**src/rtl/step_pulse_sequencer.sv**
```systemverilog
// Step pulse sequencer: drives a triggered timer once per step and emits a fixed-width
// step pulse after each timer expiry, until the commanded step count is exhausted.
module step_pulse_sequencer #(
    parameter int STEPS_WIDTH  = 16,
    parameter int PERIOD_WIDTH = 16,
    parameter int PULSE_TICKS  = 2
) (
    input  logic                    clk,
    input  logic                    reset,
    input  logic                    clk_en,
    input  logic                    cmd_valid,
    input  logic [STEPS_WIDTH-1:0]  cmd_steps,
    input  logic [PERIOD_WIDTH-1:0] cmd_period,
    output logic                    cmd_rdy,
    input  logic                    abort,
    output logic                    timer_trigger,
    output logic [PERIOD_WIDTH-1:0] timer_period,
    input  logic                    timer_rdy,
    input  logic                    timer_done,
    output logic                    step,
    output logic [STEPS_WIDTH-1:0]  steps_left,
    output logic                    busy,
    output logic                    done
);

    localparam int PCW = $clog2(PULSE_TICKS + 1);

    localparam logic [2:0] ST_IDLE   = 3'd0;
    localparam logic [2:0] ST_TRIG   = 3'd1;
    localparam logic [2:0] ST_WAIT   = 3'd2;
    localparam logic [2:0] ST_PULSE  = 3'd3;
    localparam logic [2:0] ST_FINISH = 3'd4;

    localparam logic [STEPS_WIDTH-1:0] ONE_STEP   = STEPS_WIDTH'(1);
    localparam logic [PCW-1:0]         PULSE_LOAD = PCW'(PULSE_TICKS);
    localparam logic [PCW-1:0]         PULSE_ONE  = PCW'(1);

    logic [2:0]     state;
    logic [PCW-1:0] pulse_cnt;
    logic           abortable;

    // Saturating decrement so the step count can never wrap below zero.
    function automatic logic [STEPS_WIDTH-1:0] sat_dec(input logic [STEPS_WIDTH-1:0] v);
        return (v == '0) ? '0 : v - ONE_STEP;
    endfunction

    assign abortable = (state == ST_TRIG) || (state == ST_WAIT) || (state == ST_PULSE);

    always_ff @(posedge clk) begin
        if (!reset) begin
            state        <= ST_IDLE;
            steps_left   <= '0;
            timer_period <= '0;
            pulse_cnt    <= '0;
        end else if (clk_en) begin
            if (abort && abortable) begin
                state      <= ST_FINISH;
                steps_left <= '0;
            end else begin
                case (state)
                    ST_IDLE: begin
                        if (cmd_valid) begin
                            steps_left   <= cmd_steps;
                            timer_period <= cmd_period;
                            state        <= (cmd_steps == '0) ? ST_FINISH : ST_TRIG;
                        end
                    end
                    ST_TRIG: begin
                        if (timer_rdy) state <= ST_WAIT;
                    end
                    // timer_done is also high while the timer idles; only the done phase counts
                    ST_WAIT: begin
                        if (timer_done && !timer_rdy) begin
                            state     <= ST_PULSE;
                            pulse_cnt <= PULSE_LOAD;
                        end
                    end
                    ST_PULSE: begin
                        if (pulse_cnt == PULSE_ONE) begin
                            steps_left <= sat_dec(steps_left);
                            state      <= (steps_left == ONE_STEP) ? ST_FINISH : ST_TRIG;
                        end else begin
                            pulse_cnt <= pulse_cnt - PULSE_ONE;
                        end
                    end
                    ST_FINISH: state <= ST_IDLE;
                    default:   state <= ST_IDLE;
                endcase
            end
        end
    end

    assign cmd_rdy       = (state == ST_IDLE);
    assign busy          = (state != ST_IDLE);
    assign step          = (state == ST_PULSE);
    assign done          = (state == ST_FINISH);
    assign timer_trigger = (state == ST_TRIG) && timer_rdy;

endmodule
```
**config.mk**
```make
export PLATFORM = sky130hd
export DESIGN_NAME = step_pulse_sequencer
export DESIGN_NICKNAME = d
export VERILOG_FILES = /design/src/rtl/step_pulse_sequencer.sv
export SDC_FILE = /design/constraint.sdc
export NUM_CORES = 1
export LEC_CHECK = 0
export BUFFER_PORTS_ARGS = -buffer_cell sky130_fd_sc_hd__buf_4
export CAP_MARGIN = 20
export CELL_PAD_IN_SITES_DETAIL_PLACEMENT = 1
export CELL_PAD_IN_SITES_GLOBAL_PLACEMENT = 2
export CORE_MARGIN = 4
export CORE_UTILIZATION = 29
export CTS_CLUSTER_SIZE = 28
export DETAILED_ROUTE_END_ITERATION = 8
export PLACE_DENSITY_LB_ADDON = 0.2
export SLEW_MARGIN = 20
export SYNTH_ARGS = -nofsm -noshare
export SYNTH_HDL_FRONTEND = slang
export SYNTH_SLANG_ARGS = --single-unit
```
**constraint.sdc**
```tcl
create_clock -name clk -period 4.45 [get_ports clk]
set_input_delay 1.335 -clock clk [delete_from_list [all_inputs] [get_ports clk]]
set_output_delay 1.335 -clock clk [all_outputs]
set_load 0.02 [all_outputs]
```
==> results.yml, run 1 <==
outcome:
  status: "complete, no violations"
worst_setup_path:
  critPathCaptureType: "output port"
  cp-start-kind: "input port"
  worstPathMaxFanout: 3
  arrival_ns: 1.75
  critical_path_class: "in2out"
  cp.required_ns: 3.12
routing:
  firstDrtPassIters: 4
  vias_per_cell: 4.948
  drc: 0
  postRouteAntennaNets: 0
  wl_mm: 6.570
  wl_per_cell_um: 15.39
  first_iter_violations: 132
  num_vias: 2113
logic_synthesis:
  synth-async-reset-ratio_pct: 0
  synth_cell_types: 46
  synth_top_area_share_pct: 35.49
  yosys.area.top_type: "dfxtp_1"
  ys_seq_area_share_pct: 35.49
  synth_ff_type: "dfxtp_1"
  synth_area_leaders: "dfxtp_1, nand2_1, a21boi_0"
  synth_nets: 306
  yosys_warnings: 0
  synth-edff-count: 0
  synth_area_um2: 2087
  avgSynthCellArea_um2: 7.935
  ys_seq_elements: 37
  syn-instance-count: 263
floorplan:
  die_h_um: 92.83
  io_pins: 76
  dieArea_um2: 8617
  start_util_pct: 30.22
  fp.dieW_um: 92.83
  coreArea_um2: 6907
  rows: 30
grt:
  grt_max_degree: 31
  antenna_found_initial: 0
  grt_pass1_wl_mm: 10.79
  grt.overflow.total: 0
  grt_pass1_vias: 2205
  grtUsageTotal_pct: 15.41
cts:
  cts.sinks: 37
  clockBufferDepth: 2
  htreeDepth: 2
  hold_buffers: 0
  tritoncts: "yes"
  clkLatencyLatePin_ns: 0.29
  cts_resized: 0
  cts-root-buf: "clkbuf_8"
  numCtsBuffers: 5
  postCtsSetupBuffers: 0
  clk_pin_slew_ns: 0.07
final_layout:
  area_delta_synth_final_pct: 32.97
  most-common-layout-cells: "buf_4, nand2_1, dfxtp_1"
  nNetsFinal: 373
  insertedDiodeCount: 0
  fillCellCount: 894
  finalNonFillerCells: 427
  fin_util_pct: 40.18
  multiInputGateArea_um2: 1242
  regArea_um2: 740.7
  finalInstanceArea_um2: 2775
  layout_commonest_cell: "buf_4"
  drive_above_1_share_pct: 27.19
place:
  port_buffers: 75
  dp_hpwl_mm: 5.001
  dp.cells: 419
  gp_congestion: 0.7616
  dpl_cell_area_um2: 2693
flow_run:
  drv_cap: 0
power_and_ir_drop:
  intPower_uw: 559.4
  p_sw_share_pct: 32.54
  clkPwrFrac_pct: 28.3
  ir_worst_vdd_uv: 118.7
  switchingPower_uw: 269.8
  powerDensity_nw_per_um2: 298.8
  p_total_uw: 829.3
  comb_power_share_pct: 27.1
  seqPwrFrac_pct: 44.6
  p_leak_nw: 1.253
sta:
  period_needed_ns: 3.086
  rsz0062_at_grt: "no"
  relSlewSlack_pct: 41.09
  tightest_slew_ns: 0.8837
  slew_violations: 0
  max_freq_ghz: 0.3240
  setup_viol: 0
  fin_crit_sh_pct: 69.36
  fin_skew_ns: 0.006421
  hold_viol: 0
  setup_tns_ns: 0
hold_path:
  min_path_type: "reg2reg"
==> worst paths after layout <==
kind                    start          endpoint  slack [ns]  depth (start not counted)
min reg2reg  timer_period[12]  timer_period[12]        0.46                          2
max                 timer_rdy     timer_trigger        1.36                          3
min          timer_period[12]  timer_period[12]        0.46                          2
max reg2reg    steps_left[10]     steps_left[3]        2.18                          5
==> per-stage QoR <==
step	worst slack [ns]	hold slack (ns)
finish	1.364	0.4610
global route	1.329	0.4959
CTS	1.358	0.4687
detailed placement	1.358	0.4575
global placement	1.369	0.4422
floorplan	1.530	0.4412
==> worst max-delay path: stages <==
cell and delay, ns:
buf_4 0.12, and3b_1 0.15, buf_4 0.15
==> layer usage <==
metal	GRT usage [%]	wire length (um)
met1	20.78	3142
met2	25.79	3092
met3	3.249	313
met4	2.198	22
met5	0	0
==> final cells by class <==
| type | count | share of cell area [%] |
|---|---|---|
| Multi-Input combinational cell | 204 | 44.77 |
| Sequential cell | 37 | 26.69 |
| Timing Repair Buffer | 75 | 20.29 |
| Tap cell | 96 | 4.328 |
| Clock buffer | 6 | 2.615 |
| Inverter | 7 | 0.9468 |
| Clock inverter | 2 | 0.3607 |
==> sequential cells by signal, summed over array words and instances, names as in the netlist <==
| name | cells |
|---|---|
| state | 3 |
| timer_period | 16 |
| steps_left | 16 |
| pulse_cnt | 2 |
==> synth_stat cells, drive strengths merged, types with 5 or more instances <==
master / number
inv: 7
and3: 5
nand4: 5
buf: 8
xor2: 7
dfxtp: 37
nand3: 9
a21boi: 17
clkbuf: 7
o21ai: 18
a22o: 13
nor3: 9
nor2: 11
nand2: 56
nor4: 7
==> logic make-up (layout without fill, tap and decap cells) <==
family | after synthesis | in the layout | synth area share (%)
AOI/OAI and AO/OA | 63 | 63 | 21.70
xor gates and xnor gates | 11 | 11 | 4.616
adders and majority gates | 4 | 4 | 2.398
buffers and inverters | 22 | 90 | 4.976
DFF | 37 | 37 | 35.49
muxes | 1 | 1 | 0.4796
and+or+nand+nor | 125 | 125 | 30.34
==> power by group through the flow <==
stage	sequential [mW]	clock, mW	combinational [mW]
6_report	0.370	0.234	0.225
5_1_grt	0.373	0.261	0.248
3_5_place_dp	0.378	0	0.227
4_1_cts	0.370	0.245	0.228
3_3_place_gp	0.378	0	0.225
2_1_floorplan	0.389	0	0.127
(Power assumes the default switching activity.)
==> run 2, diff against run 1 <==
--- a/config.mk
+++ b/config.mk
@@ -5,12 +5,13 @@
 export SDC_FILE = /design/constraint.sdc
 export NUM_CORES = 1
 export LEC_CHECK = 0
+export ABC_AREA = 1
 export BUFFER_PORTS_ARGS = -buffer_cell sky130_fd_sc_hd__buf_4
 export CAP_MARGIN = 20
 export CELL_PAD_IN_SITES_DETAIL_PLACEMENT = 1
 export CELL_PAD_IN_SITES_GLOBAL_PLACEMENT = 2
 export CORE_MARGIN = 4
-export CORE_UTILIZATION = 29
+export CORE_UTILIZATION = 23
 export CTS_CLUSTER_SIZE = 28
 export DETAILED_ROUTE_END_ITERATION = 8
 export PLACE_DENSITY_LB_ADDON = 0.2
==> constraint.sdc (replaced) <==
create_clock -name clk -period 2.5 [get_ports clk]
set_input_delay 0.75 -clock clk [delete_from_list [all_inputs] [get_ports clk]]
set_output_delay 0.75 -clock clk [all_outputs]
set_load 0.02 [all_outputs]
==> run 2 against run 1 <==
Effect of this change: clock-buffer cell count down 1; largest power group is now combinational cells; clock power up 94%; combinational power rose to 5.0 times the previous value; sequential power up 110%; cell count up 30%; power rose to 2.8 times the previous value; global-route usage down 1.5 points; core utilization down 7.8 points; via count up 16%; design area up 7.8%; first-iteration DRC count down 47%.
==> results.yml, run 2 <==
routing:
  vias_per_cell: 4.416
  num_vias: 2442
  firstDrtPassIters: 4
  first_iter_violations: 70
  postRouteAntennaNets: 0
  wl_mm: 7.445
  wl_per_cell_um: 13.46
  drc: 0
sta:
  tightest_slew_ns: 0.5261
  fin_crit_sh_pct: 86.26
  fin_skew_ns: 0.009717
  slew_violations: 0
  max_freq_ghz: 0.4637
  hold_viol: 0
  rsz0062_at_grt: "no"
  relSlewSlack_pct: 64.92
  setup_tns_ns: 0
  period_needed_ns: 2.157
  setup_viol: 0
cts:
  cts_resized: 0
  cts.sinks: 37
  numCtsBuffers: 5
  postCtsSetupBuffers: 0
  clockBufferDepth: 2
  cts-root-buf: "clkbuf_8"
  hold_buffers: 0
  clk_pin_slew_ns: 0.09
  tritoncts: "yes"
  htreeDepth: 2
  clkLatencyLatePin_ns: 0.30
logic_synthesis:
  syn-instance-count: 346
  synth_cell_types: 31
  synth_area_um2: 2190
  post_synth_and_or_nand_nor_area_fraction_pct: 34.29
  ys_seq_elements: 37
  synth_top_family_by_area: "simple AND/OR/NAND/NOR gates"
  synth_mux_area_share_pct: 0
  synth_ff_type: "dfxtp_1"
  synthTopCellsByCount: "nand2_1, inv_1, dfxtp_1, nor2_1, a21oi_1"
  avgSynthCellArea_um2: 6.328
  ys_seq_area_share_pct: 33.83
  synth_top_area_share_pct: 33.83
  synth_nets: 389
  synth_area_leaders: "dfxtp_1, nand2_1, a21oi_1"
  synth_most_common_cell: "nand2_1"
  synth-edff-count: 0
  synth_compound_area_share_pct: 17.03
  yosys.area_share.adder_pct: 2.286
  synth-async-reset-ratio_pct: 0
  yosys.area.top_type: "dfxtp_1"
  yosys_warnings: 0
  synth-xor-area-share_pct: 2.000
worst_setup_path:
  cp-start-kind: "flop"
  worstRegToRegCells: 9
  worstPathMaxFanout: 10
  cp.required_ns: 1.75
  critPathLaunch: "state[1]"
  critical_path_class: "reg2out"
  critPathCaptureType: "output port"
  reg2reg_slack_ns: 0.72
  r2r-end: "steps_left[5]"
  reg2reg_from: "steps_left[0]"
  arrival_ns: 1.41
hold_path:
  holdPathStages: 2
  holdPathEnd: "timer_period[10]"
  hold_start: "timer_period[10]"
  min_path_type: "reg2reg"
floorplan:
  die_h_um: 105.6
  fp.dieW_um: 105.6
  dieArea_um2: 11150
  start_util_pct: 23.70
  coreArea_um2: 9240
  io_pins: 76
  rows: 35
power_and_ir_drop:
  powerDensity_nw_per_um2: 786.1
  ir_worst_vdd_uv: 304.7
  p_leak_nw: 1.447
  p_total_mw: 2.352
final_layout:
  finalInstanceArea_um2: 2992
  area_delta_synth_final_pct: 36.63
  largestRegisters: "steps_left (16), timer_period (16), state (3)"
  fillCellCount: 1223
  layout_commonest_cell: "nand2_1"
  insertedDiodeCount: 0
  most-common-layout-cells: "nand2_1, buf_4, inv_1"
  drive_above_1_share_pct: 24.06
  nNetsFinal: 466
grt:
  grt.overflow.total: 0
  grt_pass1_vias: 2528
  grtUsageTotal_pct: 13.89
  antenna_found_initial: 0
  grt_pass1_wl_mm: 12.53
  grt_max_degree: 33
place:
  dpl_cell_area_um2: 2900
  port_buffers: 75
  dp_hpwl_mm: 5.599
  gp_congestion: 0.7245
outcome:
  status: "complete, no violations"
flow_run:
  drv_cap: 0
==> run 2: cell types whose count changed in the layout (fill, tap and decap cells not counted), sizes merged, moves of 4 or more <==
cell    before  now
nor3         9    3
a22o        13    0
nor2        11   39
nor4         7    1
nand3        9   20
buf         75   80
and3         5    0
nand2       56  104
a21oi        4   37
a21boi      17    0
inv          7   47
nand2b       4    0
o21ai       18   27
==> run 2: kinds of logic (layout without fill, tap and decap cells) <==
| family | Yosys count | after routing |
|---|---|---|
| AOI/OAI and AO/OA | 71 | 71 |
| adders and majority gates | 4 | 4 |
| DFF | 37 | 37 |
| buffers and inverters | 58 | 136 |
| xor gates and xnor gates | 5 | 5 |
| and+or+nand+nor | 171 | 171 |
==> run 2: layout make-up <==
type / instances / area, um^2 / share of cell area, %
well taps: 129 / 161.4 / 5.395
clock inverters: 3 / 22.52 / 0.7528
inverters: 48 / 180.2 / 6.023
multi-input cells: 251 / 1217 / 40.69
flip-flops and latches: 37 / 740.7 / 24.76
repair buffers: 80 / 600.6 / 20.08
clock buffers: 5 / 68.82 / 2.300
==> run 2: critical path, stage by stage, from the launching register on <==
cell	delay, ns
dfxtp_1	0.46
nand3_2	0.11
buf_4	0.19
inv_2	0.17
buf_4	0.18
==> run 2: worst max-delay path by stage <==
stage / end / slack [ns]
floorplan: timer_trigger / 0.33
global placement: timer_trigger / 0.51
detailed placement: timer_trigger / 0.50
CTS: step / 0.31
global route: step / 0.22
finish: step / 0.34
==> run 2: metrics by stage <==
| step | util [%] | hold slack, ns | instances | setup slack, ns |
|---|---|---|---|---|
| finish | 32.38 | 0.4454 | 553 | 0.3435 |
| detailed placement | 31.39 | 0.4356 | 545 | 0.5008 |
| global route | 32.38 | 0.4785 | 553 | 0.2181 |
| floorplan | - | 0.4945 | 346 | 0.3325 |
| CTS | 32.38 | 0.4496 | 553 | 0.3139 |
| global placement | 31.39 | 0.4322 | 545 | 0.5123 |
==> run 2: metal layers <==
metal	routed length, um	up-vias	global-route usage (%)
li1	-	1253	-
met1	3325	1135	17.52
met2	3657	47	23.45
met3	402	7	3.858
met4	59	0	3.330
met5	0	-	0
==> run 2: report_power, final <==
part	total (mW)	switching, mW	internal [mW]
Clock	0.453	0.255	0.198
Sequential	0.771	0.0948	0.677
Combinational	1.13	0.708	0.419
==> run 3, diff against run 2 <==
--- a/config.mk
+++ b/config.mk
@@ -8,10 +8,8 @@
 export ABC_AREA = 1
 export BUFFER_PORTS_ARGS = -buffer_cell sky130_fd_sc_hd__buf_4
 export CAP_MARGIN = 20
-export CELL_PAD_IN_SITES_DETAIL_PLACEMENT = 1
-export CELL_PAD_IN_SITES_GLOBAL_PLACEMENT = 2
 export CORE_MARGIN = 4
-export CORE_UTILIZATION = 23
+export CORE_UTILIZATION = 45
 export CTS_CLUSTER_SIZE = 28
 export DETAILED_ROUTE_END_ITERATION = 8
 export PLACE_DENSITY_LB_ADDON = 0.2
==> run 3 against run 2 <==
Effect of this change: sequential power hardly changed; critical path depth down 1; largest cell class unchanged; die area shrank 46%; non-clock buffer count shrank 3; sequential share of layout area is 0.65 points higher; register-to-register slack barely moved; critical endpoint unchanged.
==> results.yml, run 3 (synthesized netlist as in run 2, its figures left out) <==
outcome:
  status: "complete, no violations"
flow_run:
  drv_cap: 0
cts:
  cts_resized: 0
  hold_buffers: 0
  clockBufferDepth: 2
  cts.sinks: 37
  tritoncts: "yes"
  cts-root-buf: "clkbuf_8"
  htreeDepth: 2
  clk_pin_slew_ns: 0.08
  clkLatencyLatePin_ns: 0.29
  postCtsSetupBuffers: 0
  numCtsBuffers: 5
grt:
  grt_pass1_vias: 2183
  grt_pass1_wl_mm: 9.418
  antenna_found_initial: 0
  grt.overflow.total: 0
  grt_max_degree: 33
  grtUsageTotal_pct: 18.77
sta:
  fin_skew_ns: 0.003112
  tightest_slew_ns: 0.4880
  period_needed_ns: 2.058
  setup_viol: 0
  rsz0062_at_grt: "no"
  hold_viol: 0
  max_freq_ghz: 0.4859
  fin_crit_sh_pct: 82.32
  setup_tns_ns: 0
  slew_violations: 0
  relSlewSlack_pct: 67.26
worst_setup_path:
  cp.required_ns: 1.75
  cp-start-kind: "flop"
  critPathCaptureType: "output port"
  critical_path_class: "reg2out"
  arrival_ns: 1.31
  worstPathMaxFanout: 8
final_layout:
  layout_commonest_cell: "nand2_1"
  finalNonFillerCells: 488
  drive_above_1_share_pct: 23.52
  nNetsFinal: 463
  most-common-layout-cells: "nand2_1, buf_4, inv_1"
  insertedDiodeCount: 0
  largestRegisters: "steps_left (16), timer_period (16), state (3)"
  finalInstanceArea_um2: 2915
  area_delta_synth_final_pct: 33.14
place:
  dp.cells: 480
  gp_congestion: 0.8592
  dpl_cell_area_um2: 2800
  port_buffers: 75
  dp_hpwl_mm: 4.097
floorplan:
  dieArea_um2: 6046
  fp.dieW_um: 77.76
  rows: 25
  die_h_um: 77.76
  io_pins: 76
  start_util_pct: 46.36
  coreArea_um2: 4723
routing:
  firstDrtPassIters: 4
  num_vias: 2352
  postRouteAntennaNets: 0
  drc: 0
  wl_per_cell_um: 11.20
  vias_per_cell: 4.820
  first_iter_violations: 88
  wl_mm: 5.465
power_and_ir_drop:
  powerDensity_nw_per_um2: 817.2
  ir_worst_vdd_uv: 568.0
  p_leak_nw: 1.440
  p_total_mw: 2.382
hold_path:
  min_path_type: "reg2reg"
run 3: per-layer routing:
metal  part of all wire (%)  global-route usage (%)
met5                      0                       0
met2                     50                   33.13
met4                    1.0                   5.872
met1                     42                   22.08
met3                    6.3                   4.756
run 3: power by group:
part / switching, mW / internal (mW) / total [mW]
combinational: 0.670 / 0.411 / 1.08
clock: 0.234 / 0.299 / 0.533
sequential: 0.0910 / 0.677 / 0.768
run 3: final timing paths:
kind / from / end / slack, ns / cells after the start
setup / recovery: state[0] / step / 0.44 / 3
hold / removal: timer_period[11] / timer_period[11] / 0.44 / 2
setup reg to reg: state[0] / steps_left[5] / 0.71 / 7
hold reg to reg: timer_period[11] / timer_period[11] / 0.44 / 2
run 3: final cells by class:
class	count	area [um^2]
multi-input cells	251	1217
clock buffers	5	68.82
inverters	48	180.2
clock inverters	3	46.29
fillers	463	1808
repair buffers	77	578.1
well taps	67	83.83
flip-flops and latches	37	740.7
run 3: worst max-delay path: stages, from the launching register on:
cell and delay (ns):
dfxtp_1 0.46, nand3_2 0.19, inv_2 0.19, buf_4 0.17
run 3: metrics by stage:
stage / hold WS (ns) / util, % / setup slack (ns)
4_1_cts: 0.4474 / 61.72 / 0.4236
5_1_grt: 0.4669 / 61.72 / 0.3410
3_5_place_dp: 0.4341 / 59.28 / 0.5188
3_3_place_gp: 0.4309 / 59.28 / 0.5287
2_1_floorplan: 0.4945 / - / 0.3325
6_report: 0.4442 / 61.72 / 0.4419
